## config.mk

```make
export PLATFORM = sky130hd
export DESIGN_NAME = hive_irq_router
export DESIGN_NICKNAME = d
export VERILOG_FILES = /design/src/rtl/hive_irq_router.sv
export SDC_FILE = /design/constraint.sdc
export NUM_CORES = 2
export LEC_CHECK = 0
export ABC_AREA = 0
export BUFFER_PORTS_ARGS = -buffer_cell sky130_fd_sc_hd__buf_2
export CELL_PAD_IN_SITES_DETAIL_PLACEMENT = 0
export CELL_PAD_IN_SITES_GLOBAL_PLACEMENT = 1
export CORE_UTILIZATION = 30
export DETAILED_ROUTE_END_ITERATION = 16
export HOLD_SLACK_MARGIN = 0.02
export PLACE_DENSITY = 0.57
export SLEW_MARGIN = 20
export SYNTH_ARGS = -nofsm -noshare
export SYNTH_HDL_FRONTEND = slang
export SYNTH_SLANG_ARGS = --single-unit
export TNS_END_PERCENT = 10
```

## constraint.sdc

```tcl
create_clock -name clk_i -period 11.6 [get_ports clk_i]
set_input_delay 2.32 -clock clk_i [delete_from_list [all_inputs] [get_ports clk_i]]
set_output_delay 2.32 -clock clk_i [all_outputs]
set_load 0.05 [all_outputs]
```

## src/rtl/hive_irq_router.sv

```systemverilog
// Routes edge-detected interrupt sources to per-thread xsr pulses with round-robin arbitration and per-thread service FSMs.
// Latency: src rise on cycle n gives xsr on n+2. A busy thread holds its sources pending until it returns to IDLE.
module hive_irq_router #(
    parameter int SRCS        = 16,
    parameter int THREADS     = 8,
    parameter int ID_W        = 3,
    parameter int SRC_W       = 4,
    parameter int TMO_W       = 12,
    parameter int RBUS_ADDR_W = 8,
    parameter int ALU_W       = 32,
    parameter logic [RBUS_ADDR_W-1:0] ADDR = 8'h20
) (
    input  logic                   clk_i,
    input  logic                   rst_i,
    input  logic [SRCS-1:0]        src_i,
    output logic [THREADS-1:0]     xsr_o,
    output logic [SRCS-1:0]        ovf_o,
    output logic [THREADS-1:0]     tmo_o,
    input  logic [ID_W-1:0]        id_i,
    input  logic                   clt_i,
    input  logic                   irt_i,
    input  logic [RBUS_ADDR_W-1:0] rbus_addr_i,
    input  logic                   rbus_wr_i,
    input  logic                   rbus_rd_i,
    input  logic [ALU_W-1:0]       rbus_wr_data_i,
    output logic [ALU_W-1:0]       rbus_rd_data_o
);

    localparam logic [RBUS_ADDR_W-1:0] ADDR_MAP = ADDR + 1'b1;

    typedef enum logic [2:0] {
        S_IDLE  = 3'b001,
        S_ISSUE = 3'b010,
        S_WAIT  = 3'b100
    } state_t;

    logic [SRCS-1:0]    src_q, en_q, pend_q, ovf_q;
    logic [SRCS-1:0]    rise, grant_vec, en_nxt;
    logic [ID_W-1:0]    map_q [SRCS];
    logic [SRC_W-1:0]   rr_q [THREADS];
    logic [SRC_W-1:0]   gnt_src [THREADS];
    logic [THREADS-1:0] gnt_vld, take, rel, clr, xsr, tmo;
    state_t             state_q [THREADS];
    state_t             state_d [THREADS];
    logic [TMO_W-1:0]   tmr_q [THREADS];
    logic [TMO_W-1:0]   tmr_d [THREADS];
    logic               wr_en, wr_map;
    logic               wr_data_unused;

    assign rise           = src_i & ~src_q;
    assign wr_en          = rbus_wr_i && (rbus_addr_i == ADDR);
    assign wr_map         = rbus_wr_i && (rbus_addr_i == ADDR_MAP);
    assign en_nxt         = wr_en ? rbus_wr_data_i[SRCS-1:0] : en_q;
    assign wr_data_unused = ^rbus_wr_data_i;

    assign xsr_o = xsr;
    assign tmo_o = tmo;
    assign ovf_o = ovf_q;

    always_comb begin
        rbus_rd_data_o = '0;
        if (rbus_rd_i) begin
            if (rbus_addr_i == ADDR)
                rbus_rd_data_o = ALU_W'(en_q);
            else if (rbus_addr_i == ADDR_MAP)
                rbus_rd_data_o = ALU_W'(pend_q);
        end
    end

    always_comb begin
        rel = '0;
        clr = '0;
        for (int t = 0; t < THREADS; t++) begin
            rel[t] = (irt_i | clt_i) && (id_i == ID_W'(t));
            clr[t] = clt_i && (id_i == ID_W'(t));
        end
    end

    // Per-thread search starts at rr and wraps, so the first hit is the round-robin winner.
    always_comb begin
        gnt_vld = '0;
        for (int t = 0; t < THREADS; t++) begin
            gnt_src[t] = '0;
            for (int i = 0; i < SRCS; i++) begin
                int idx;
                logic [SRC_W-1:0] sidx;
                idx = int'(rr_q[t]) + i;
                if (idx >= SRCS)
                    idx = idx - SRCS;
                sidx = SRC_W'(idx);
                if (!gnt_vld[t] && pend_q[sidx] && (map_q[sidx] == ID_W'(t))) begin
                    gnt_vld[t] = 1'b1;
                    gnt_src[t] = sidx;
                end
            end
        end
    end

    always_comb begin
        grant_vec = '0;
        take      = '0;
        xsr       = '0;
        tmo       = '0;
        for (int t = 0; t < THREADS; t++) begin
            state_d[t] = state_q[t];
            tmr_d[t]   = tmr_q[t];
            case (state_q[t])
                S_IDLE: begin
                    if (gnt_vld[t] && !clr[t]) begin
                        state_d[t]            = S_ISSUE;
                        take[t]               = 1'b1;
                        grant_vec[gnt_src[t]] = 1'b1;
                    end
                end
                S_ISSUE: begin
                    xsr[t]     = 1'b1;
                    state_d[t] = S_WAIT;
                    tmr_d[t]   = '1;
                end
                S_WAIT: begin
                    if (rel[t]) begin
                        state_d[t] = S_IDLE;
                    end else if (tmr_q[t] == '0) begin
                        tmo[t]     = 1'b1;
                        state_d[t] = S_IDLE;
                    end else begin
                        tmr_d[t] = tmr_q[t] - 1'b1;
                    end
                end
                default: state_d[t] = S_IDLE;
            endcase
            if (clr[t])
                state_d[t] = S_IDLE;
        end
    end

    always_ff @(posedge clk_i) begin
        if (rst_i) begin
            for (int t = 0; t < THREADS; t++) begin
                state_q[t] <= S_IDLE;
                tmr_q[t]   <= '0;
                rr_q[t]    <= '0;
            end
        end else begin
            for (int t = 0; t < THREADS; t++) begin
                state_q[t] <= state_d[t];
                tmr_q[t]   <= tmr_d[t];
                if (take[t])
                    rr_q[t] <= (gnt_src[t] == SRC_W'(SRCS - 1)) ? '0 : gnt_src[t] + 1'b1;
            end
        end
    end

    // A rise coinciding with its own grant re-arms pend instead of counting as overflow.
    always_ff @(posedge clk_i) begin
        if (rst_i) begin
            src_q  <= '0;
            en_q   <= '0;
            pend_q <= '0;
            ovf_q  <= '0;
            for (int s = 0; s < SRCS; s++)
                map_q[s] <= ID_W'(s % THREADS);
        end else begin
            src_q  <= src_i;
            en_q   <= en_nxt;
            pend_q <= ((pend_q & ~grant_vec) | (rise & en_q)) & en_nxt;
            ovf_q  <= rise & en_q & pend_q & ~grant_vec;
            for (int s = 0; s < SRCS; s++)
                if (wr_map && (rbus_wr_data_i[SRC_W-1:0] == SRC_W'(s)))
                    map_q[s] <= rbus_wr_data_i[16 +: ID_W];
        end
    end

endmodule

```

== After elaboration in Yosys (flattened, before gate mapping) ==
Memories as Yosys holds them, arrays and structs flattened.
Cells that the tools add are included.
Operators by class
  add/subtract/negate cells: 264
  order comparisons: 272
  equal/unequal tests: 168
  mux-type cells: 911
  bitwise logic cells: 57
  reduce and logical (&&, ||, !) cells: 452
Operators by type and width (number)
  $mux W4: 272
  $lt A4 B5 Y1 const B: 136
  $ge A5 B5 Y1 const B: 120
  $bmux W1 S4: 128
  $sub A4 B1 Y4 const B: 128
  $mux W1: 387
  $add A4 B4 Y5 const B: 64
  $logic_and A1 B1 Y1: 298
  $mux W12: 24
  $mux W16: 18
  $eq A3 B3 Y1 const B: 76
  $pmux W12 S2: 8
  $mux W3: 56
  $add A4 B3 Y5 const B: 32
  $logic_not A1 Y1: 128
  $or A16 B16 Y16: 8
  $eq A3 B2 Y1 const B: 42
  $and A16 B16 Y16: 6
  $logic_not A12 Y1: 8
  $sub A12 B1 Y12 const B: 8
  $add A4 B2 Y5 const B: 16
  $eq A3 B1 Y1 const B: 25
  $pmux W3 S3: 8
  $eq A4 B4 Y1 const B: 16
  other kinds (14): 112
Storage, ports and cells
  flip-flop bits (word level): 64
  RAM bits: 200
  output and inout port bits: 64
  word-level logic and storage cells: 2132
  memories kept: 4
Memories
  tmr_q: depth 8, bits a word 12, read ports 8, clocked after memory_dff 0, wr ports 8, RTL line 45  | logic [TMO_W-1:0] tmr_q [THREADS];
  map_q: depth 16, bits a word 3, read ports 128, clocked after memory_dff 0, wr ports 16, RTL line 39  | logic [ID_W-1:0] map_q [SRCS];
  rr_q: depth 8, bits a word 4, read ports 8, clocked after memory_dff 0, wr ports 8, RTL line 40  | logic [SRC_W-1:0] rr_q [THREADS];
  state_q: depth 8, bits a word 3, read ports 8, clocked after memory_dff 0, wr ports 8, RTL line 43  | state_t state_q [THREADS];

== Depth between registers and ports, before layout ==
An unclocked memory read counts as a cell.
  depth in word-level cells: 98
  mapped depth: 25

== Worst setup path after synthesis ==
No wires, ideal clock.
  path type: input to output
  from: input port rbus_addr_i[4]
  to: output port rbus_rd_data_o[10]
  data arrival time: 4.390 ns
  slack: 4.890 ns
  stages: 5
  path buffers: 1
  path through: or4b_2 nor4_1 nand2_1 clkbuf_1 nor2_1
Between the ends
  cells in the longest elaborated chain, start to end: 4
  elaborated cells between the ends (all ways): 5
  classes of those cells: 2 x eq/ne; 3 x mux
RTL lines
  start, declared: RTL line 22  | input logic [RBUS_ADDR_W-1:0] rbus_addr_i,
  $eq A8 B6 Y1: RTL line 65  | else if (rbus_addr_i == ADDR_MAP)
  $mux W16: RTL line 65
  $mux W32 (*): RTL line 63  | if (rbus_addr_i == ADDR)
  $mux W32 (*): RTL line 62  | if (rbus_rd_i) begin
  end, declared: RTL line 26  | output logic [ALU_W-1:0] rbus_rd_data_o
Mark *: on every way between the ends. The rest lies on a longest branch, timed or not.

==> impl_results.md <==
- Final-report hold violation count: 0
- Final Net Count: 4735
- Placed cells: 6143
- Slew HR: 0.174
- Design Area, Final: 0.0391 mm^2
- Worst-path clk slew: 0.07 ns
- H-tree levels: 1
- TritonCTS clock tree: yes
- WS Path Type: flop to flop
- Clk_lat worst skew: 0.61 ns
- Drt total wl: 164000 um
- Starting DRT DRC Count: 4309
- RSZ-0062 raised after global routing: no
- Root Driver: clkbuf_16
- Worst Setup SP: rr_q[1][4]
- Gr ovfl total: 0
- Met1 Use GR: 0.360
- Worst Setup EP: ovf_o[1]
- Vias per Instance: 6.26
- Worst vdd ir: 0.142 mV
- Worst Setup End Kind: flop
- Synth-to-layout area growth: 8.41%
- Gr usage total: 0.259
- Share of power burned in the clock network: 0.096
- R2R Setup Slk: 3.63 ns
- Post-synth ARST share: 0
- HPWL after DPL: 120000 um
- Met3 Track Usage GR: 0.0410
- Post-Syn Area: 0.0360 mm^2
- Sequential share of the synthesized area: 0.169
- Non-filler cells in the finished layout: 6198
- Num rows: 126
- EDFF count, synth: 80
- Area of the multi-input gates: 0.0279 mm^2
- DRC errors left: 0
- Sequential share of power: 0.130
- Synth warn: 0
- Post-Synthesis Cells: 4638
- Number of distinct library cells after synthesis: 115
- CTS Hold Buffers Added: 0
- Top_reg_cell synth: dfxtp_1
- Tmin final: 7.97 ns
- Io pins: 129
- Post-cts sizing count: 0
- Status: complete, no violations
- Die Width: 349 um
- Fillers: 12800
- R2r worst-path depth: 19
- Setup bufs post-CTS: 0
- Pwr Total: 9.92 mW
- WL/cell: 26.5 um
- Final worst-path cycle share: 0.687
- Power per Cell Area: 254 mW/mm^2
- Worst-Margin Slew: 1.22 ns
- CTS Buffer Depth: 3
- Commonest non-fill, non-tap cell in the layout: nand2_1
- First-pass GRT wire length: 242000 um
- Antenna violations before repair: 6
- Placer Congestion: 0.950
- Worst r2r src: rr_q[1][4]
- Met2 Use GR: 0.406
- Synthesized area per cell: 7.77 um^2
- Startpoint Class: flop
- Combinational Power Share: 0.774
- Flops & latches, synth: 264
- Switching Share: 0.572
- Leakage: 13.8 nW
- Die Footprint: 0.121 mm^2
- Area of the core: 0.119 mm^2
- Switching pwr: 5.67 mW
- Critical Path RT: 12.08 ns
- Area after DPL: 0.0381 mm^2
- FMAX: 0.125 GHz
- Most frequent cells in the layout: nand2_1 (469), nor2_1 (414), a21oi_1 (267)
- CP Data Arrival Time: 8.45 ns
- Final setup fails: 0
- Largest net degree at the start of global routing: 63
- Internal Power: 4.24 mW
- Layout cells sized above 1: 0.137
- DR pass1 iterations: 6
- Max-Cap Viols: 0
- Crit-path max FO: 42
- Routed vias: 38800
- Final-report max-slew violation count: 0
- CTS Sinks: 264
- Post-route ant nets: 0
- Num CTS Buffers: 28
- Register area: 0.00609 mm^2
- Vert. Die Dim: 349 um
- Reg2reg end: ovf_o[1]
- Initial core utilization: 0.304
- Port Buffer Count: 99
- Number of global-route vias before repair: 36600
- GR peak layer: met2
- Post-route setup TNS: 0 ns
- Min-delay worst type: flop to flop
- Clock skew: 0.0191 ns
power by group through the flow:
| stage | logic [mW] | registers [mW] | clock network, mW |
|---|---|---|---|
| 3_5_place_dp | 7.47 | 1.30 | 0 |
| 2_1_floorplan | 5.27 | 1.27 | 0 |
| 5_1_grt | 8.24 | 1.31 | 1.01 |
| 3_3_place_gp | 7.52 | 1.30 | 0 |
| 6_report | 7.67 | 1.29 | 0.955 |
| 4_1_cts | 7.51 | 1.28 | 0.984 |
synthesized netlist by cell type (116+ instances only):
master | instances | share of area
nand2_1 | 469 | 0.049
mux4_2 | 145 | 0.091
mux2i_1 | 134 | 0.037
clkbuf_1 | 188 | 0.020
o22ai_1 | 121 | 0.021
nor3_1 | 141 | 0.020
inv_1 | 142 | 0.015
dfxtp_1 | 184 | 0.10
nor2_1 | 414 | 0.043
xnor2_1 | 116 | 0.028
a21oi_1 | 267 | 0.037
o21ai_0 | 178 | 0.025
sequential cells by signal, indices dropped and copies added, names as in the netlist:
signal and cells:
tmr_q 96, map_q 48, rr_q 32, state_q 24, en_q 16, ovf_o 16, pend_q 16, src_q 16
metrics by stage:
stage          setup slack (ns)  utilization  hold WS, ns
2_1_floorplan              4.89            -        0.389
3_3_place_gp               3.77        0.321        0.398
3_5_place_dp               3.75        0.321        0.403
4_1_cts                    3.69        0.329        0.395
5_1_grt                    3.25        0.329        0.428
6_report                   3.63        0.329        0.397
metal layers:
| layer | vias up | part of all wire |
|---|---|---|
| met4 | 4 | 0.037 |
| met1 | 19000 | 0.44 |
| met5 | - | 0.00012 |
| met3 | 366 | 0.084 |
| met2 | 1957 | 0.44 |
| li1 | 17500 | - |
logic make-up after synthesis:
group / Yosys count / share of synthesized area
fa+ha+maj: 97 / 0.0337
xor+xnor: 195 / 0.0476
buf+inv: 494 / 0.0576
compound gates: 1223 / 0.233
mux: 341 / 0.147
flops: 264 / 0.169
simple gates: 2023 / 0.312
other cells: 1 / 0.000104
area by class of cell:
cell class,count,area share
inverters,158,0.0152
repair buffers,226,0.0373
clock buffers,43,0.0222
diodes,3,0.000192
flip-flops and latches,264,0.156
clock inverters,9,0.00272
well taps,1600,0.0513
multi-input cells,3895,0.715
worst min-delay path by stage:
stage	endpoint	from	slack, ns	cells past startpoint
floorplan	ovf_o[0]	src_q[0]	0.39	1
global placement	ovf_o[2]	src_q[2]	0.40	1
detailed placement	ovf_o[7]	src_q[7]	0.40	1
CTS	ovf_o[2]	src_q[2]	0.39	1
global route	ovf_o[7]	src_q[7]	0.43	1
finish	ovf_o[2]	src_q[2]	0.40	1
worst max-delay path, stage by stage, from the launching register on:
cell       delay, ns
edfxtp_1        0.33
buf_4           0.43
inv_1           0.28
ha_1            1.01
nand2b_1        0.28
o32ai_1         0.12
o31ai_1         0.76
mux2i_1         0.33
o21ai_1         0.39
nand4_1         0.52
nor3_2          0.64
nor4b_1         0.34
buf_4           0.24
nor4_1          0.07
buf_4           0.20
nand2_1         0.18
o32ai_1         0.10
a2111oi_0       0.73
o21ai_1         0.41
nor4bb_1        0.43
No activity file was read; power rests on OpenSTA's default activity.
